$ cat config.mk
export PLATFORM = sky130hd
export DESIGN_NAME = seg7_scan_driver
export DESIGN_NICKNAME = d
export VERILOG_FILES = /design/src/rtl/seg7_scan_driver.sv
export SDC_FILE = /design/constraint.sdc
export NUM_CORES = 1
export LEC_CHECK = 0
export BUFFER_PORTS_ARGS = -buffer_cell sky130_fd_sc_hd__buf_4
export CAP_MARGIN = 10
export CORE_MARGIN = 5
export CORE_UTILIZATION = 48
export DETAILED_ROUTE_END_ITERATION = 10
export PLACE_DENSITY = 0.66
export SLEW_MARGIN = 20
export SYNTH_ARGS = -nofsm -noshare
export SYNTH_HDL_FRONTEND = slang
export SYNTH_SLANG_ARGS = --single-unit
export TNS_END_PERCENT = 5
$ cat constraint.sdc
create_clock -name clk -period 6.6 [get_ports clk]
set_input_delay 1.32 -clock clk [delete_from_list [all_inputs] [get_ports clk]]
set_output_delay 1.32 -clock clk [all_outputs]
set_load 0.05 [all_outputs]
$ cat src/rtl/seg7_scan_driver.sv
// Time-multiplexed 4-digit 7-segment driver with frame-latched data, PWM brightness and blink.
// Latency: pins are registered 1 clk behind the scan counters; no backpressure (free-running scan).
module seg7_scan_driver #(
  parameter int SCAN_DIV  = 100_000,
  parameter int BLINK_DIV = 25_000_000
) (
  input  logic        clk,
  input  logic        reset,
  input  logic [15:0] seg_data,
  input  logic [3:0]  dp_mask,
  input  logic [3:0]  blink_mask,
  input  logic [2:0]  brightness,
  output logic [3:0]  an,
  output logic [6:0]  seg,
  output logic        dp,
  output logic        frame_tick
);

  localparam int DW = (SCAN_DIV > 1) ? $clog2(SCAN_DIV) : 1;
  localparam int PW = $clog2(SCAN_DIV * 8 + 1);
  localparam int BW = (BLINK_DIV > 1) ? $clog2(BLINK_DIV) : 1;
  localparam logic [DW-1:0] DIV_MAX   = DW'(SCAN_DIV - 1);
  localparam logic [BW-1:0] BLINK_MAX = BW'(BLINK_DIV - 1);
  localparam logic [PW-1:0] SLOT_LEN  = PW'(SCAN_DIV);

  logic [DW-1:0] r_div_cnt;
  logic [1:0]    r_digit_idx;
  logic [BW-1:0] r_blink_cnt;
  logic          r_blink_phase;
  logic [15:0]   r_frame_seg;
  logic [3:0]    r_frame_dp;
  logic [3:0]    r_frame_blink;
  logic [3:0]    r_an;
  logic [6:0]    r_seg;
  logic          r_dp;
  logic          r_frame_tick;

  logic          w_slot_end;
  logic          w_frame_end;
  logic [PW-1:0] w_div_x8;
  logic [PW-1:0] w_duty_lim;
  logic          w_sub_on;
  logic          w_blanked;
  logic          w_en;
  logic [3:0]    w_nibble;
  logic [3:0]    w_an_nxt;
  logic [6:0]    w_seg_nxt;
  logic          w_dp_nxt;

  function automatic logic [6:0] glyph(input logic [3:0] code);
    case (code)
      4'h0: glyph = 7'h40;
      4'h1: glyph = 7'h79;
      4'h2: glyph = 7'h24;
      4'h3: glyph = 7'h30;
      4'h4: glyph = 7'h19;
      4'h5: glyph = 7'h12;
      4'h6: glyph = 7'h02;
      4'h7: glyph = 7'h78;
      4'h8: glyph = 7'h00;
      4'h9: glyph = 7'h10;
      4'hA: glyph = 7'h2B;
      4'hB: glyph = 7'h3F;
      4'hC: glyph = 7'h21;
      4'hD: glyph = 7'h41;
      4'hE: glyph = 7'h0C;
      default: glyph = 7'h7F;
    endcase
  endfunction

  assign w_slot_end  = (r_div_cnt == DIV_MAX);
  assign w_frame_end = w_slot_end && (r_digit_idx == 2'd3);

  // sub <= brightness  <=>  div_cnt*8 < (brightness+1)*SCAN_DIV, avoiding a divider
  assign w_div_x8   = PW'({r_div_cnt, 3'b000});
  assign w_duty_lim = SLOT_LEN * (PW'(brightness) + PW'(1));
  assign w_sub_on   = (w_div_x8 < w_duty_lim);
  assign w_blanked  = r_blink_phase & r_frame_blink[r_digit_idx];
  assign w_en       = (r_div_cnt != '0) & w_sub_on & ~w_blanked;

  always_comb begin
    w_nibble = r_frame_seg[3:0];
    case (r_digit_idx)
      2'd0: w_nibble = r_frame_seg[3:0];
      2'd1: w_nibble = r_frame_seg[7:4];
      2'd2: w_nibble = r_frame_seg[11:8];
      2'd3: w_nibble = r_frame_seg[15:12];
      default: w_nibble = r_frame_seg[3:0];
    endcase
  end

  assign w_an_nxt  = w_en ? ~(4'b0001 << r_digit_idx) : 4'hF;
  assign w_seg_nxt = glyph(w_nibble);
  assign w_dp_nxt  = ~(w_en & r_frame_dp[r_digit_idx]);

  always_ff @(posedge clk or negedge reset) begin
    if (!reset) begin
      r_div_cnt   <= '0;
      r_digit_idx <= 2'd0;
    end else begin
      r_div_cnt <= w_slot_end ? '0 : r_div_cnt + DW'(1);
      if (w_slot_end) r_digit_idx <= r_digit_idx + 2'd1;
    end
  end

  always_ff @(posedge clk or negedge reset) begin
    if (!reset) begin
      r_blink_cnt   <= '0;
      r_blink_phase <= 1'b0;
    end else if (r_blink_cnt == BLINK_MAX) begin
      r_blink_cnt   <= '0;
      r_blink_phase <= ~r_blink_phase;
    end else begin
      r_blink_cnt <= r_blink_cnt + BW'(1);
    end
  end

  // Frame registers only move at the 3->0 wrap so a frame never tears
  always_ff @(posedge clk or negedge reset) begin
    if (!reset) begin
      r_frame_seg   <= 16'hFFFF;
      r_frame_dp    <= 4'h0;
      r_frame_blink <= 4'h0;
      r_frame_tick  <= 1'b0;
    end else begin
      if (w_frame_end) begin
        r_frame_seg   <= seg_data;
        r_frame_dp    <= dp_mask;
        r_frame_blink <= blink_mask;
      end
      r_frame_tick <= w_frame_end;
    end
  end

  always_ff @(posedge clk or negedge reset) begin
    if (!reset) begin
      r_an  <= 4'hF;
      r_seg <= 7'h7F;
      r_dp  <= 1'b1;
    end else begin
      r_an  <= w_an_nxt;
      r_seg <= w_seg_nxt;
      r_dp  <= w_dp_nxt;
    end
  end

  assign an         = r_an;
  assign seg        = r_seg;
  assign dp         = r_dp;
  assign frame_tick = r_frame_tick;

endmodule

== Word level (Yosys, flattened, before mapping) ==
Memory sizes are Yosys's and may differ from the RTL's. A register that Yosys moved wholly into a read port is not among the register bits.
Cells that the tools add are included.
Cells by class
  reductions and logical operators: 4
  magnitude comparators: 2
  equality and inequality tests: 5
  mux-type cells: 8
  bitwise logic cells: 8
  $mul: 1
  add/subtract/negate cells: 4
  shifts and indexed selects: 1
Operators by type and width (number)
  $add A25 B1 Y25 const B: 1
  $eq A25 B25 Y1 const B: 1
  $mux W25: 1
  $lt A20 B20 Y1: 1
  $add A17 B1 Y17 const B: 1
  $eq A17 B17 Y1 const B: 1
  $mux W17: 1
  $reduce_bool A17 Y1: 1
  $pmux W4 S4: 1
  $mul A12 B4 Y15 const A: 1
  $add A3 B1 Y4 const B: 1
  $and A1 B1 Y1: 4
  $bmux W1 S2: 2
  $eq A2 B2 Y1 const B: 2
  $mux W4: 1
  $not A4 Y4: 1
  $shl A1 B2 Y4 const A: 1
  $lt A2 B3 Y1 const B: 1
  $not A1 Y1: 3
  $add A2 B1 Y2 const B: 1
  $eq A2 B1 Y1 const B: 1
  $logic_not A2 Y1: 1
  $mux W1: 2
  $logic_and A1 B1 Y1: 1
  $logic_not A1 Y1: 1
Storage, ports and cells
  output and inout port bits: 13
  word-level logic and storage cells: 44
  memories kept: 1
  bits in read-only memories: 112
  input bits: 29
  flip-flop bits (word level): 75
Memories
  (name not given): depth 16, width 7, rd ports 1, clocked after memory_dff 1, write ports 0, line 51  | case (code)

== Logic depth before layout (Yosys ltp) ==
  depth in word-level cells: 7
  gate-level depth with buffers: 16
  gate-level depth less buffers: 15

== Worst setup path before layout ==
OpenSTA, ideal clock, no wires.
  kind: input to register
  start: input port brightness[0]
  end: register r_an[0] (netlist: an[0])
  buffers on the path: 1
  stages: 15
  arrival time: 4.664 ns
  slack: 1.833 ns
  required time: 6.497 ns
  library setup time: 0.103 ns
  path through: clkbuf_1 -> inv_1 -> ha_1 -> ha_1 -> ha_1 -> ha_1 -> nand3b_1 -> a31oi_1 -> o41ai_1 -> xor2_1 -> ha_1 -> a21oi_1 -> nand2_1 -> a221oi_1 -> nand4_1
On the way
  word-level cells in the longest chain between the ends: 6
RTL lines
  from (decl): line 12  | input logic [2:0] brightness,
  $add A3 B1 Y4: line 76  | assign w_duty_lim = SLOT_LEN * (PW'(brightness) + PW'(1));
  $mul A12 B4 Y15: line 76
  $lt A20 B20 Y1: line 77  | assign w_sub_on = (w_div_x8 < w_duty_lim);
  $and A1 B1 Y1 (2 in series): line 79  | assign w_en = (r_div_cnt != '0) & w_sub_on & ~w_blanked;
  $mux W4: line 92  | assign w_an_nxt = w_en ? ~(4'b0001 << r_digit_idx) : 4'hF;
  via w_an_nxt[0]: line 46  | logic [3:0] w_an_nxt;
  to (signal assigned): line 141  | r_an <= w_an_nxt;
  to (decl): line 33  | logic [3:0] r_an;
The timed path passes the listed nets, and every way through them passes these cells.
A chain may end at the register's enable or synchronous reset.

== Worst setup path after layout ==
  start: input port brightness[0]
  end: register r_dp (netlist: dp)
On the way
  word-level cells in the longest chain between the ends: 7
RTL lines
  $add A3 B1 Y4: line 76
  $mul A12 B4 Y15: line 76
  $lt A20 B20 Y1: line 77
  $and A1 B1 Y1 (2 in series): line 79
  $and A1 B1 Y1: line 94  | assign w_dp_nxt = ~(w_en & r_frame_dp[r_digit_idx]);
  $not A1 Y1: line 94
  via w_dp_nxt: line 48  | logic w_dp_nxt;
  to (signal assigned): line 143  | r_dp <= w_dp_nxt;
  to (decl): line 35  | logic r_dp;
The timed path passes the listed nets, and every way through them passes these cells.

==> results.sh <==
export IMPL_run_status="completed"
export IMPL_drt_iter0_markers=162
export IMPL_drv_slew=0
export IMPL_syn_num_nets=509
export IMPL_cp_top_family="compound AO/OA/AOI/OAI gates"
export IMPL_worst_skew_pair_late_latency_ns=0.35
export IMPL_cp_cell_sequence="buf_4 -> ha_1 -> xnor2_1 -> inv_1 -> ha_1 -> ha_1 -> xnor2_1 -> a31oi_1 -> o41ai_1 -> xor2_1 -> ha_1 -> a21oi_1 -> nand2_1 -> a221oi_1 -> nand4_1"
export IMPL_startpoint_type="primary input"
export IMPL_finalNetCount=547
export IMPL_die_area_um2=12050
export IMPL_syn2layout_area_growth_pct=12.36
export IMPL_p_int_mw=0.7634
export IMPL_core_area_um2=9729
export IMPL_synth_cell_types=55
export IMPL_power_total_mw=1.043
export IMPL_power_density_nw_per_um2=194.4
export IMPL_wl_met2_mm=4.269
export IMPL_wl_mm=9.095
export IMPL_routed_wl_met3_um=366
export IMPL_syn_area_per_cell_um2=10.93
export IMPL_crit_arrival_ns=5.23
export IMPL_setup_viol=0
export IMPL_power_switching_mw=0.2799
export IMPL_rr_endpoint="seg[0]"
export IMPL_antenna_found_initial=0
export IMPL_async_flop_share_pct=100.0
export IMPL_netlist_area_um2=4777
export IMPL_grt_pass1_vias=3319
export IMPL_final_common_cell="dfrtp_1"
export IMPL_fmax_mhz=200.0
export IMPL_ys_ff_latch=82
export IMPL_reg2reg_from="r_digit_idx[0]"
export IMPL_hold_buffers=0
export IMPL_yosysSeqAreaShare_pct=43.69
export IMPL_hpwl_mm=6.631
export IMPL_path_buf_inv=2
export IMPL_seq_power_share_pct=50.4
export IMPL_synth_top_area_share_pct=28.29
export IMPL_synth_edf_count=0
export IMPL_synth_top_area_cell="dfrtp_1"
export IMPL_via_per_inst=5.514
export IMPL_p_clk_share_pct=34.9
export IMPL_grt_overflow=0
export IMPL_synth_flop_cell="dfrtp_1"
export IMPL_final_cell_mix="54 x dfrtp_1, 43 x ha_1, 40 x buf_4, 28 x xnor2_1, 28 x dfstp_2"
export IMPL_gp_congestion=0.8532
export IMPL_insertedDiodeCount=0
export IMPL_final_layout_size_suffix_gt1_share_pct=23.96
export IMPL_clk_pin_slew_ns=0.09
export IMPL_tightest_slew_ns=1.047
export IMPL_path_max_fanout=9
export IMPL_period_minus_slack_ns=4.999
export IMPL_ctsResizeCount=0
export IMPL_cts_tree="done"
export IMPL_maxCapViolCount=0
export IMPL_row_count=36
export IMPL_highest_layer="met4"
export IMPL_setup_worst_path_end="dp"
export IMPL_grt_pass1_wl_mm=15.84
export IMPL_hold_violations=0
export IMPL_ir_drop_v=0.00009878
export IMPL_p_comb_share_pct=14.6
export IMPL_vias=3380
export IMPL_reg2reg_depth=5
export IMPL_yosysWarnings=0
export IMPL_crit_slowest_cell="a221oi_1"
export IMPL_critPathLaunch="brightness[0]"
export IMPL_clock_path_buffers=2
export IMPL_die_y_um=109.8
export IMPL_htreeDepth=3
export IMPL_dp_cells=597
export IMPL_drtPass1Iterations=4
export IMPL_cts_buffers=9
export IMPL_p_sw_share_pct=26.83
export IMPL_io_buffers=41
export IMPL_syn_inst=437
export IMPL_relSlewSlack_pct=28.20
export IMPL_io_pins=42
export IMPL_die_width_um=109.8
export IMPL_wl_per_cell_um=14.84
export IMPL_p_leak_nw=2.382
export IMPL_start_util_pct=49.10
export IMPL_drc=0
export IMPL_routedLengthMet1_mm=4.305
export IMPL_ff2ff_setup_slack_ns=4.04
export IMPL_skew_ns=0.01343
export IMPL_fin_util_pct=55.17
export IMPL_rsz0062_at_grt="false"
export IMPL_end_kind="register"
export IMPL_grt_max_degree=83
export IMPL_ant_nets=0
export IMPL_critical_path_class="primary input to register"
export IMPL_finalNonFillerCells=613
export IMPL_clock_sinks=82
export IMPL_cp_num_cells=15
export IMPL_setup_tns_ns=0
export IMPL_post_cts_buffers=0
export IMPL_grt_use_total_pct=16.52
export IMPL_crit_required_ns=6.83
export IMPL_fillCellCount=877
export IMPL_finalCritPeriodShare_pct=75.74
export IMPL_cp_common_cell="ha_1"
export IMPL_holdCritPathClass="register to register"
export IMPL_slowest_delay_ns=0.58
export IMPL_synth_area_top_cells="dfrtp_1 28%, dfstp_2 15%, ha_1 11%, mux2_2 5.7%, xnor2_1 5.1%"
export IMPL_cts_root_buf="clkbuf_8"
[metrics by stage]
stage / setup WS [ns] / area [µm²] / hold slack (ns)
3_3_place_gp: 1.515 / 5169 / 0.4346
3_5_place_dp: 1.307 / 5169 / 0.4500
2_1_floorplan: 1.833 / 4777 / 0.4236
5_1_grt: 1.396 / 5368 / 0.4873
6_report: 1.601 / 5368 / 0.4604
4_1_cts: 1.663 / 5364 / 0.4626
[power groups by stage]
stage          Combinational (mW)  Sequential (mW)  Clock, mW
3_5_place_dp                0.153            0.536          0
2_1_floorplan              0.0876            0.551          0
6_report                    0.152            0.526      0.365
4_1_cts                     0.154            0.527      0.375
3_3_place_gp                0.149            0.535          0
5_1_grt                     0.171            0.528      0.398
[cell usage after synthesis, types with 11 or more instances]
cell	number
mux2i_1	13
dfrtp_1	54
mux2_2	24
xor2_1	11
ha_1	43
nand2_1	23
inv_1	24
dfstp_2	28
o21ai_0	12
nand4_1	18
nand3_1	21
a21oi_1	21
xnor2_1	28
nor2_1	20
[per-layer routing]
metal	vias to the layer above	GRT usage, %
li1	1671	-
met1	1650	22.39
met2	47	25.63
met3	12	4.287
met4	0	5.788
met5	-	0
[worst register-to-register path, stage by stage, from the launching register on]
cell and delay (ns):
dfrtp_1 0.47, inv_1 0.17, ha_1 0.30, a222oi_1 0.13
mux2i_1 0.80, mux4_2 0.61
[cell type report]
type                            instances  area (µm²)  area share, %
Tap cell                              133       166.4          3.100
Clock buffer                           11       131.4          2.448
Timing Repair Buffer                   41       311.5          5.804
Multi-Input combinational cell        317        2517          46.90
Sequential cell                        82        2087          38.88
Inverter                               24       90.09          1.678
Clock inverter                          5       63.81          1.189
[cells by family after synthesis]
| group | Yosys count | share of synthesized area, % |
|---|---|---|
| fa+ha+maj | 43 | 11.26 |
| compound gates | 60 | 8.120 |
| simple gates | 135 | 16.29 |
| flops | 82 | 43.69 |
| xor+xnor | 39 | 7.150 |
| mux | 40 | 9.874 |
| buf+inv | 38 | 3.614 |
[worst min-delay path by stage]
stage                        start             end  slack (ns)  cells after the start
floorplan           r_blink_cnt[0]  r_blink_cnt[0]        0.42                      1
global placement    r_blink_cnt[0]  r_blink_cnt[0]        0.43                      1
detailed placement  r_blink_cnt[0]  r_blink_cnt[0]        0.45                      1
CTS                 r_blink_cnt[0]  r_blink_cnt[0]        0.46                      1
global route        r_blink_cnt[0]  r_blink_cnt[0]        0.49                      1
finish              r_blink_cnt[0]  r_blink_cnt[0]        0.46                      1
[sequential cells by signal, summed over array words and instances, names as in the netlist, 2 cells and up]
register / cells
an: 4
r_frame_blink: 4
seg: 7
r_blink_cnt: 25
r_frame_seg: 16
r_div_cnt: 17
r_digit_idx: 2
r_frame_dp: 4
(Power assumes the default switching activity.)
